File: src/rtl/ddr_axi_bist_if.sv
// AXI4 bus between the BIST master and the MIG slave port (no response ids).
interface ddr_axi_bist_if #(
  parameter int unsigned DW = 128,
  parameter int unsigned AW = 32,
  parameter int unsigned IW = 4
);
  logic [IW-1:0]   awid;
  logic [AW-1:0]   awaddr;
  logic [7:0]      awlen;
  logic [2:0]      awsize;
  logic [1:0]      awburst;
  logic            awlock;
  logic [3:0]      awcache;
  logic [2:0]      awprot;
  logic [3:0]      awqos;
  logic            awvalid;
  logic            awready;
  logic [DW-1:0]   wdata;
  logic [DW/8-1:0] wstrb;
  logic            wlast;
  logic            wvalid;
  logic            wready;
  logic [1:0]      bresp;
  logic            bvalid;
  logic            bready;
  logic [IW-1:0]   arid;
  logic [AW-1:0]   araddr;
  logic [7:0]      arlen;
  logic [2:0]      arsize;
  logic [1:0]      arburst;
  logic            arlock;
  logic [3:0]      arcache;
  logic [2:0]      arprot;
  logic [3:0]      arqos;
  logic            arvalid;
  logic            arready;
  logic [DW-1:0]   rdata;
  logic [1:0]      rresp;
  logic            rlast;
  logic            rvalid;
  logic            rready;

  modport master (
    output awid, awaddr, awlen, awsize, awburst, awlock, awcache, awprot, awqos, awvalid,
    input  awready,
    output wdata, wstrb, wlast, wvalid,
    input  wready,
    input  bresp, bvalid,
    output bready,
    output arid, araddr, arlen, arsize, arburst, arlock, arcache, arprot, arqos, arvalid,
    input  arready,
    input  rdata, rresp, rlast, rvalid,
    output rready
  );

  modport slave (
    input  awid, awaddr, awlen, awsize, awburst, awlock, awcache, awprot, awqos, awvalid,
    output awready,
    input  wdata, wstrb, wlast, wvalid,
    output wready,
    output bresp, bvalid,
    input  bready,
    input  arid, araddr, arlen, arsize, arburst, arlock, arcache, arprot, arqos, arvalid,
    output arready,
    output rdata, rresp, rlast, rvalid,
    input  rready
  );
endinterface

File: src/rtl/ddr_axi_bist.sv
// DDR BIST AXI4 master: writes an address-keyed pattern, reads it back, counts errors.
module ddr_axi_bist #(
  parameter logic [31:0] BASE_ADDR  = 32'h0000_0000,
  parameter int unsigned NUM_BURSTS = 64,
  parameter logic [31:0] SEED       = 32'hA5A5_5A5A
) (
  input  logic                  mig_clk,
  input  logic                  mig_rst,
  input  logic                  init_calib_complete,
  input  logic                  start,
  output logic                  busy,
  output logic                  done,
  output logic                  pass,
  output logic [15:0]           error_count,
  output logic [31:0]           first_err_addr,
  ddr_axi_bist_if.master        m_axi
);
  localparam int unsigned BCW = (NUM_BURSTS > 1) ? $clog2(NUM_BURSTS) : 1;
  localparam logic [BCW-1:0] LAST_BURST = BCW'(NUM_BURSTS - 1);
  localparam logic [1:0] RESP_OKAY = 2'b00;

  typedef enum logic [2:0] {
    S_IDLE, S_WR_AW, S_WR_D, S_WR_B, S_RD_AR, S_RD_D, S_DONE
  } state_t;

  state_t          state_q, state_d;
  logic [BCW-1:0]  burst_cnt;
  logic [31:0]     burst_addr;
  logic [3:0]      beat_cnt;
  logic [31:0]     beat_addr;
  logic            last_burst;
  logic            w_hs, b_hs, r_hs;
  logic            data_bad, last_bad;
  logic [1:0]      err_inc;
  logic [31:0]     err_addr;
  logic [16:0]     err_sum;
  logic [15:0]     err_next;

  // Data word for one beat: each 32b lane is its own byte address XOR the seed.
  function automatic logic [127:0] pattern(input logic [31:0] a);
    logic [127:0] p;
    for (int i = 0; i < 4; i++) p[32*i +: 32] = (a + 32'(4 * i)) ^ SEED;
    return p;
  endfunction

  assign beat_addr  = burst_addr + {24'd0, beat_cnt, 4'd0};
  assign last_burst = (burst_cnt == LAST_BURST);
  assign w_hs = m_axi.wvalid && m_axi.wready;
  assign b_hs = m_axi.bvalid && m_axi.bready;
  assign r_hs = m_axi.rvalid && m_axi.rready;

  // State register.
  always_ff @(posedge mig_clk) begin
    if (mig_rst) state_q <= S_IDLE;
    else         state_q <= state_d;
  end

  // Next-state logic: one burst in flight, reads start after the last write response.
  always_comb begin
    state_d = state_q;
    unique case (state_q)
      S_IDLE:  if (start && init_calib_complete) state_d = S_WR_AW;
      S_WR_AW: if (m_axi.awready) state_d = S_WR_D;
      S_WR_D:  if (m_axi.wready && beat_cnt == 4'hF) state_d = S_WR_B;
      S_WR_B:  if (m_axi.bvalid) state_d = last_burst ? S_RD_AR : S_WR_AW;
      S_RD_AR: if (m_axi.arready) state_d = S_RD_D;
      S_RD_D:  if (m_axi.rvalid && m_axi.rlast) state_d = last_burst ? S_DONE : S_RD_AR;
      S_DONE:  state_d = S_IDLE;
      default: state_d = S_IDLE;
    endcase
  end

  // Bus outputs decoded from state; payloads come from registered counters so they hold while stalled.
  always_comb begin
    m_axi.awvalid = (state_q == S_WR_AW);
    m_axi.wvalid  = (state_q == S_WR_D);
    m_axi.bready  = (state_q == S_WR_B);
    m_axi.arvalid = (state_q == S_RD_AR);
    m_axi.rready  = (state_q == S_RD_D);
    m_axi.awid    = '0;
    m_axi.awaddr  = burst_addr;
    m_axi.awlen   = 8'd15;
    m_axi.awsize  = 3'b100;
    m_axi.awburst = 2'b01;
    m_axi.awlock  = 1'b0;
    m_axi.awcache = 4'd0;
    m_axi.awprot  = 3'd0;
    m_axi.awqos   = 4'd0;
    m_axi.wdata   = pattern(beat_addr);
    m_axi.wstrb   = '1;
    m_axi.wlast   = (beat_cnt == 4'hF);
    m_axi.arid    = '0;
    m_axi.araddr  = burst_addr;
    m_axi.arlen   = 8'd15;
    m_axi.arsize  = 3'b100;
    m_axi.arburst = 2'b01;
    m_axi.arlock  = 1'b0;
    m_axi.arcache = 4'd0;
    m_axi.arprot  = 3'd0;
    m_axi.arqos   = 4'd0;
  end

  // Per-cycle error increment: bad write response, bad read data/resp, misplaced rlast.
  always_comb begin
    data_bad = 1'b0;
    last_bad = 1'b0;
    err_inc  = 2'd0;
    err_addr = beat_addr;
    if (b_hs && m_axi.bresp != RESP_OKAY) begin
      err_inc  = 2'd1;
      err_addr = burst_addr;
    end
    if (r_hs) begin
      data_bad = (m_axi.rdata != pattern(beat_addr)) || (m_axi.rresp != RESP_OKAY);
      last_bad = (m_axi.rlast != (beat_cnt == 4'hF));
      err_inc  = 2'(data_bad) + 2'(last_bad);
    end
    err_sum  = {1'b0, error_count} + 17'(err_inc);
    err_next = err_sum[16] ? 16'hFFFF : err_sum[15:0];
  end

  // Counters, address tracking and status registers.
  always_ff @(posedge mig_clk) begin
    if (mig_rst) begin
      busy           <= 1'b0;
      done           <= 1'b0;
      pass           <= 1'b0;
      error_count    <= 16'd0;
      first_err_addr <= 32'd0;
      burst_cnt      <= '0;
      burst_addr     <= 32'd0;
      beat_cnt       <= 4'd0;
    end else if (state_q == S_IDLE && start && init_calib_complete) begin
      busy           <= 1'b1;
      done           <= 1'b0;
      pass           <= 1'b0;
      error_count    <= 16'd0;
      first_err_addr <= 32'd0;
      burst_cnt      <= '0;
      burst_addr     <= BASE_ADDR;
      beat_cnt       <= 4'd0;
    end else begin
      error_count <= err_next;
      if (err_inc != 2'd0 && error_count == 16'd0) first_err_addr <= err_addr;
      if (w_hs) beat_cnt <= beat_cnt + 4'd1;
      // rlast realigns the read beat counter even when it arrives out of place
      if (r_hs) beat_cnt <= m_axi.rlast ? 4'd0 : beat_cnt + 4'd1;
      if (b_hs || (r_hs && m_axi.rlast)) begin
        if (last_burst) begin
          burst_cnt  <= '0;
          burst_addr <= BASE_ADDR;
        end else begin
          burst_cnt  <= burst_cnt + BCW'(1);
          burst_addr <= burst_addr + 32'd256;
        end
      end
      if (state_d == S_DONE) begin
        busy <= 1'b0;
        done <= 1'b1;
        pass <= (err_next == 16'd0);
      end
    end
  end
endmodule

File: src/flat_wrapper.sv
// flat-port wrapper written by rule: the top's interface ports become plain ports
module ddr_axi_bist_flat 
#(
  parameter logic [31:0] BASE_ADDR  = 32'h0000_0000,
  parameter int unsigned NUM_BURSTS = 64,
  parameter logic [31:0] SEED       = 32'hA5A5_5A5A
)
  (mig_clk, mig_rst, init_calib_complete, start, busy, done, pass, error_count, first_err_addr, m_axi_awid, m_axi_awaddr, m_axi_awlen, m_axi_awsize, m_axi_awburst, m_axi_awlock, m_axi_awcache, m_axi_awprot, m_axi_awqos, m_axi_awvalid, m_axi_awready, m_axi_wdata, m_axi_wstrb, m_axi_wlast, m_axi_wvalid, m_axi_wready, m_axi_bresp, m_axi_bvalid, m_axi_bready, m_axi_arid, m_axi_araddr, m_axi_arlen, m_axi_arsize, m_axi_arburst, m_axi_arlock, m_axi_arcache, m_axi_arprot, m_axi_arqos, m_axi_arvalid, m_axi_arready, m_axi_rdata, m_axi_rresp, m_axi_rlast, m_axi_rvalid, m_axi_rready);
  ddr_axi_bist_if #(.DW(128)) m_axi_i ();
  input  logic mig_clk;
  input  logic mig_rst;
  input  logic init_calib_complete;
  input  logic start;
  output logic busy;
  output logic done;
  output logic pass;
  output logic [15:0] error_count;
  output logic [31:0] first_err_addr;
  output wire logic [$bits(m_axi_i.awid)-1:0] m_axi_awid;
  output wire logic [$bits(m_axi_i.awaddr)-1:0] m_axi_awaddr;
  output wire logic [$bits(m_axi_i.awlen)-1:0] m_axi_awlen;
  output wire logic [$bits(m_axi_i.awsize)-1:0] m_axi_awsize;
  output wire logic [$bits(m_axi_i.awburst)-1:0] m_axi_awburst;
  output wire logic [$bits(m_axi_i.awlock)-1:0] m_axi_awlock;
  output wire logic [$bits(m_axi_i.awcache)-1:0] m_axi_awcache;
  output wire logic [$bits(m_axi_i.awprot)-1:0] m_axi_awprot;
  output wire logic [$bits(m_axi_i.awqos)-1:0] m_axi_awqos;
  output wire logic [$bits(m_axi_i.awvalid)-1:0] m_axi_awvalid;
  input wire logic [$bits(m_axi_i.awready)-1:0] m_axi_awready;
  output wire logic [$bits(m_axi_i.wdata)-1:0] m_axi_wdata;
  output wire logic [$bits(m_axi_i.wstrb)-1:0] m_axi_wstrb;
  output wire logic [$bits(m_axi_i.wlast)-1:0] m_axi_wlast;
  output wire logic [$bits(m_axi_i.wvalid)-1:0] m_axi_wvalid;
  input wire logic [$bits(m_axi_i.wready)-1:0] m_axi_wready;
  input wire logic [$bits(m_axi_i.bresp)-1:0] m_axi_bresp;
  input wire logic [$bits(m_axi_i.bvalid)-1:0] m_axi_bvalid;
  output wire logic [$bits(m_axi_i.bready)-1:0] m_axi_bready;
  output wire logic [$bits(m_axi_i.arid)-1:0] m_axi_arid;
  output wire logic [$bits(m_axi_i.araddr)-1:0] m_axi_araddr;
  output wire logic [$bits(m_axi_i.arlen)-1:0] m_axi_arlen;
  output wire logic [$bits(m_axi_i.arsize)-1:0] m_axi_arsize;
  output wire logic [$bits(m_axi_i.arburst)-1:0] m_axi_arburst;
  output wire logic [$bits(m_axi_i.arlock)-1:0] m_axi_arlock;
  output wire logic [$bits(m_axi_i.arcache)-1:0] m_axi_arcache;
  output wire logic [$bits(m_axi_i.arprot)-1:0] m_axi_arprot;
  output wire logic [$bits(m_axi_i.arqos)-1:0] m_axi_arqos;
  output wire logic [$bits(m_axi_i.arvalid)-1:0] m_axi_arvalid;
  input wire logic [$bits(m_axi_i.arready)-1:0] m_axi_arready;
  input wire logic [$bits(m_axi_i.rdata)-1:0] m_axi_rdata;
  input wire logic [$bits(m_axi_i.rresp)-1:0] m_axi_rresp;
  input wire logic [$bits(m_axi_i.rlast)-1:0] m_axi_rlast;
  input wire logic [$bits(m_axi_i.rvalid)-1:0] m_axi_rvalid;
  output wire logic [$bits(m_axi_i.rready)-1:0] m_axi_rready;
  assign m_axi_awid = m_axi_i.awid;
  assign m_axi_awaddr = m_axi_i.awaddr;
  assign m_axi_awlen = m_axi_i.awlen;
  assign m_axi_awsize = m_axi_i.awsize;
  assign m_axi_awburst = m_axi_i.awburst;
  assign m_axi_awlock = m_axi_i.awlock;
  assign m_axi_awcache = m_axi_i.awcache;
  assign m_axi_awprot = m_axi_i.awprot;
  assign m_axi_awqos = m_axi_i.awqos;
  assign m_axi_awvalid = m_axi_i.awvalid;
  assign m_axi_i.awready = m_axi_awready;
  assign m_axi_wdata = m_axi_i.wdata;
  assign m_axi_wstrb = m_axi_i.wstrb;
  assign m_axi_wlast = m_axi_i.wlast;
  assign m_axi_wvalid = m_axi_i.wvalid;
  assign m_axi_i.wready = m_axi_wready;
  assign m_axi_i.bresp = m_axi_bresp;
  assign m_axi_i.bvalid = m_axi_bvalid;
  assign m_axi_bready = m_axi_i.bready;
  assign m_axi_arid = m_axi_i.arid;
  assign m_axi_araddr = m_axi_i.araddr;
  assign m_axi_arlen = m_axi_i.arlen;
  assign m_axi_arsize = m_axi_i.arsize;
  assign m_axi_arburst = m_axi_i.arburst;
  assign m_axi_arlock = m_axi_i.arlock;
  assign m_axi_arcache = m_axi_i.arcache;
  assign m_axi_arprot = m_axi_i.arprot;
  assign m_axi_arqos = m_axi_i.arqos;
  assign m_axi_arvalid = m_axi_i.arvalid;
  assign m_axi_i.arready = m_axi_arready;
  assign m_axi_i.rdata = m_axi_rdata;
  assign m_axi_i.rresp = m_axi_rresp;
  assign m_axi_i.rlast = m_axi_rlast;
  assign m_axi_i.rvalid = m_axi_rvalid;
  assign m_axi_rready = m_axi_i.rready;
  ddr_axi_bist #(.BASE_ADDR(BASE_ADDR), .NUM_BURSTS(NUM_BURSTS), .SEED(SEED)) u_core (.mig_clk(mig_clk), .mig_rst(mig_rst), .init_calib_complete(init_calib_complete), .start(start), .busy(busy), .done(done), .pass(pass), .error_count(error_count), .first_err_addr(first_err_addr), .m_axi(m_axi_i));
endmodule
File: config.mk
export PLATFORM = sky130hd
export DESIGN_NAME = ddr_axi_bist_flat
export DESIGN_NICKNAME = d
export VERILOG_FILES = /design/src/rtl/ddr_axi_bist_if.sv /design/src/rtl/ddr_axi_bist.sv /design/src/flat_wrapper.sv
export SDC_FILE = /design/constraint.sdc
export NUM_CORES = 1
export LEC_CHECK = 0
export CAP_MARGIN = 10
export CORE_AREA = 5 5 180 182
export DETAILED_ROUTE_END_ITERATION = 12
export DIE_AREA = 0 0 185 187
export HOLD_SLACK_MARGIN = 0.02
export SLEW_MARGIN = 20
export SYNTH_ARGS = -nofsm -noshare
export SYNTH_HDL_FRONTEND = slang
export SYNTH_SLANG_ARGS = --single-unit
File: constraint.sdc
create_clock -name mig_clk -period 5.84 [get_ports mig_clk]
set_clock_uncertainty 0.15 [all_clocks]
set_input_delay 1.168 -clock mig_clk [delete_from_list [all_inputs] [get_ports mig_clk]]
set_output_delay 1.168 -clock mig_clk [all_outputs]
set_load 0.02 [all_outputs]
# Word level (Yosys, flattened, before mapping)
# Index checks and enable logic that the tools add are counted.
totals:
  ff_bits: 96
  out_inout_bits: 323
  wordCells: 74
  inputBits: 142
op_classes:
  n_bitwise: 4
  n_reduce_logical: 22
  add_sub_neg: 9
  eq_ne: 10
  mux: 20
op_table:
  columns: ["operator", "count"]
  rows:
  - ["$ne 128x128->1", 1]
  - ["$add 32x4->32 const B", 2]
  - ["$mux 32", 2]
  - ["$not 16->16", 4]
  - ["$add 32x3->32 const B", 1]
  - ["$add 32x8->32", 1]
  - ["$add 32x9->32 const B", 1]
  - ["$logic_not 16->1", 2]
  - ["$mux 3", 7]
  - ["$pmux 3 s6", 1]
  - ["$add 16x2->17", 1]
  - ["$mux 16", 1]
  - ["$mux 4", 3]
  - ["$logic_and 1x1->1", 11]
  - ["$reduce_bool 2->1", 5]
  - ["$eq 3x3->1 const B", 3]
  - ["$add 6x1->6 const B", 1]
  - ["$eq 3x2->1 const B", 2]
  - ["$eq 6x6->1 const B", 1]
  - ["$mux 6", 1]
  - ["$add 4x1->4 const B", 1]
  - ["$eq 4x4->1 const B", 1]
  - ["$mux 2", 2]
  - ["$eq 3x1->1 const B", 1]
  - ["other kinds (6)", 9]

# Longest topological paths before layout
depth:
  depth_word: 10
  mapped_depth: 19
  ltp_nobuf: 18

# Worst setup path before layout
# No wires, ideal clock.
synth_timing:
  path_type: "input -> register"
  startpoint: "in m_axi_rdata[60]"
  endpoint: "reg u_core.pass"
  n_path_buf: 0
  arrival_time_ns: 4.804
  path_stages: 18
  setup_slack_ns: 0.812
  required_ns: 5.616
  path_cell_list: "xor2_1 -> or4_4 -> a2111oi_4 -> nand3_1 -> nor4_1 -> nand4_1 -> ha_1 -> nand2_1 -> nand2_1 -> ha_1 -> inv_1 -> fa_1 -> nand2b_1 -> nor3_1 -> mux2_2 -> o21ai_0 -> nand2_1 -> o21ai_0"
synth_between:
  elab_chain_cells: 7
synth_lines:
  columns: ["item", "line_no", "rtl"]
  rows:
  - ["from (decl)", "flat_wrapper.sv:49", "input wire logic [$bits(m_axi_i.rdata)-1:0] m_axi_rdata;"]
  - ["$ne 128x128->1", "ddr_axi_bist.sv:114", "data_bad = (m_axi.rdata != pattern(beat_addr)) || (m_axi.rresp != RESP_OKAY);"]
  - ["$logic_or 1x1->1", "ddr_axi_bist.sv:114", null]
  - ["$add 1x1->2", "ddr_axi_bist.sv:116", "err_inc = 2'(data_bad) + 2'(last_bad);"]
  - ["$mux 2", "ddr_axi_bist.sv:113", "if (r_hs) begin"]
  - ["$add 16x2->17", "ddr_axi_bist.sv:118", "err_sum = {1'b0, error_count} + 17'(err_inc);"]
  - ["$mux 16", "ddr_axi_bist.sv:119", "err_next = err_sum[16] ? 16'hFFFF : err_sum[15:0];"]
  - ["$logic_not 16->1", "ddr_axi_bist.sv:160", "pass <= (err_next == 16'd0);"]
  - ["to (signal assigned)", "ddr_axi_bist.sv:160", null]
  - ["to (decl)", "ddr_axi_bist.sv:13", "output logic pass,"]
# Every way passes these cells.
# A chain may end at the register's enable or synchronous reset.

# Worst setup path in the final report
layout_timing:
  startpoint: "in m_axi_rdata[105]"
  endpoint: "reg u_core.pass"
# Same word-level chain as after synthesis.

==> results.toml <==
[placement]
port_buffers = 354
routabilityCongestion = 0.892
place_hpwl_um = 26900

[synthesis]
synth.distinct_cells = 68
avgSynthCellArea_sq_um = 7.26
synth_top_family_by_area = "buffers and inverters"
ys.flop_type = "dfxtp_1"
synthCells = 931
synthMuxAreaShare_pct = 1.20
synth_seq_cells = 84
synth_compound_area_share_pct = 13.4
yosys_warnings = 0
synthXorXnorAreaFrac_pct = 8.55
synthesis.area_sq_um = 6760
ys_seq_area_share_pct = 24.9
synth_simple_gate_area_share_pct = 22.5
synth-edff-count = 0
yosys.area_share.adder_pct = 1.59
async_reset_ff_share_pct = 0

[cts]
clock_latency_ns = 0.34
clk_path_buf_depth = 2
cts_made_buffers = 9
clk_pin_slew_worst_paths_ns = 0.07
htree_levels = 3
ctsHoldBuffers = 0
clock-sinks = 84
cts_root_buffer = "clkbuf_16"
cts_tree = "yes"

[floorplan]
core_area_sq_um = 30400
dieHeight_um = 187
die_area_sq_um = 34600
initial_core_util_pct = 22.2
die_width_um = 185
fp-row-count = 64
pin_count = 465

[sta]
final-setup-viol-count = 0
tns_ns = 0
timing.fmax_mhz = 178
period_needed_ns = 5.62
tightestPinTransition_ns = 0.992
min_period_over_period_pct = 96.3
hold_slack_ns = 0.313
rsz0062_at_grt = "true"
drv_slew = 0
slew_headroom_pct = 33.7
hold_viol = 0

[power]
p_leak_uw = 0.00368
p_per_area_nw_per_um2 = 148
ir_drop_uv = 110

[run_status]
status = "finished, final reports clean"

[routing]
drc = 0
vias_per_cell = 4.37
detail-route-antenna-nets = 0
num_vias = 6901
dr.pass1.iters = 5
drt_first_iter_violations = 344
wl_um = 32600
wl_per_cell_um = 20.6

[final_layout]
drive_gt1_share_pct = 5.33
n_fill_cell = 3222
syn_to_final_growth_pct = 50.7
fin_nets = 1326

[critical_path]
worstSetupPathType = "in2reg"
end_kind = "flip-flop"
cp-start-kind = "primary input"
cp.required_ns = 5.96
worstPathMaxFanout = 2
cp.arrival_ns = 5.74

[grt]
grt_pass1_vias = 6770
antenna_found_initial = 7
track_usage_pct = 17.7
grt_overflow = 0
grt_max_degree = 55
grt_pass1_wl_um = 45600

[run]
maxCapViolCount = 0

[hold_path]
hp-class = "reg2reg"
-- routing by layer --
layer	track usage (%)	up-vias	wire, um
met1	20.1	3255	12500
met2	31.9	312	16500
met4	4.77	10	677
li1	-	3286	-
met3	5.33	38	2790
met5	0	-	68
-- worst max-delay path, cell delays in order --
cell and delay [ns]:
clkdlybuf4s50_1 0.48, a21oi_1 0.12, or4_4 0.57, a2111oi_4 0.32, nand3_1 0.15, nor4_2 0.32, buf_4 0.15, nand4_1 0.16
ha_1 0.36, nand2_1 0.05, nand2_1 0.06, ha_1 0.18, inv_1 0.06, fa_1 0.50, or4b_2 0.61, nor4_2 0.18
nand4b_1 0.13, o21ai_0 0.15
-- cell type report --
class	instances	area (sq um)	share of cell area [%]
antenna	2	5.00	0.0491
clock buffer	11	243	2.38
clock inverter	5	108	1.06
inverter	62	233	2.28
multi-input combinational	632	3620	35.5
sequential	84	1680	16.5
tap	396	495	4.86
timing repair buffer	387	3800	37.3
-- cells in the mapped netlist (all sizes together), types with 2 or more instances --
master / number / share of area (%)
buf: 186 / 20
nor2: 121 / 6.7
dfxtp: 84 / 25
clkbuf: 73 / 4.1
inv: 61 / 3.4
a21oi: 58 / 4.3
xnor2: 45 / 5.8
nand2: 43 / 2.4
nand3: 28 / 2.1
nand4: 25 / 2.3
xor2: 21 / 2.7
o21ai: 17 / 1.3
nor3: 14 / 1.0
nor4: 13 / 1.2
o22ai: 11 / 1.0
a221oi: 10 / 1.3
and3: 10 / 0.94
nand2b: 10 / 0.93
a2111oi: 8 / 1.9
ha: 7 / 1.3
mux2i: 7 / 1.0
or3: 6 / 0.56
a211oi: 5 / 0.56
and3b: 5 / 0.65
nor2b: 5 / 0.46
nor3b: 5 / 0.56
and4: 4 / 0.54
nand4b: 4 / 0.52
and2: 3 / 0.28
nand3b: 3 / 0.33
o2111ai: 3 / 0.39
o2bb2ai: 3 / 0.39
a21boi: 2 / 0.22
a22oi: 2 / 0.22
a31oi: 2 / 0.19
conb: 2 / 0.11
o211ai: 2 / 0.22
or4: 2 / 0.28
-- metrics by stage --
stage | total power (uW) | instances | util [%] | cell area [sq um] | worst slack, ns
CTS | 1530 | 1577 | 33.4 | 10200 | 0.166
global route | 1570 | 1578 | 33.5 | 10200 | -0.0320
finish | 1510 | 1579 | 33.5 | 10200 | 0.218
floorplan | 759 | 1039 | - | 7170 | 0.812
global placement | 838 | 1561 | 32.3 | 9820 | -0.0877
detailed placement | 839 | 1561 | 32.3 | 9820 | -0.182
-- layout by cell type, fill, tap and decap left out, types with 11 or more instances in the layout --
master / synthesis / final
xor2_1: 21 / 21
clkdlybuf4s50_1: 0 / 354
nor3_1: 14 / 13
nor2_1: 121 / 121
a21oi_1: 58 / 58
o22ai_1: 11 / 11
nand4_1: 25 / 25
buf_4: 167 / 32
dfxtp_1: 84 / 84
inv_1: 60 / 60
o21ai_0: 17 / 17
nand3_1: 28 / 28
nand2_1: 43 / 43
conb_1: 2 / 110
nor4_1: 13 / 11
xnor2_1: 45 / 45
-- power by group --
group	total [uW]	switching, uW	internal [uW]
clock	683	251	433
combinational	250	140	110
sequential	578	3.57	574
-- cells by family (layout without fill, tap and decap cells) --
group	count (synthesis)	count (layout)
buffers and inverters	323	465
DFF	84	84
adders and majority gates	8	8
AOI/OAI and AO/OA	134	134
xor gates and xnor gates	66	66
muxes	8	8
other	2	112
and+or+nand+nor	306	306
-- sequential cells by signal (all words and copies together), names as in the netlist --
| name | flops |
|---|---|
| u_core.first_err_addr | 28 |
| u_core.m_axi.araddr | 24 |
| u_core.error_count | 16 |
| u_core.burst_cnt | 6 |
| u_core.beat_cnt | 4 |
| u_core.state_q | 3 |
| u_core.busy | 1 |
| u_core.done | 1 |
| u_core.pass | 1 |
-- repair_timing --
item	CTS	global route
setup endpoints to repair	0	2
gates resized for setup	0	3
buffers inserted	0	0
-- path summary, 6_finish.rpt --
| path | endpoint | depth (start not counted) | slack, ns | startpoint |
|---|---|---|---|---|
| worst max-delay path | u_core.pass | 18 | 0.22 | m_axi_rdata[105] |
| worst min-delay path | u_core.done | 2 | 0.31 | u_core.done |
| worst max register to register | u_core.pass | 17 | 0.91 | u_core.m_axi.araddr[28] |
| worst min register to register | u_core.done | 2 | 0.31 | u_core.done |
Note: power is estimated with default switching activity, not from simulation.
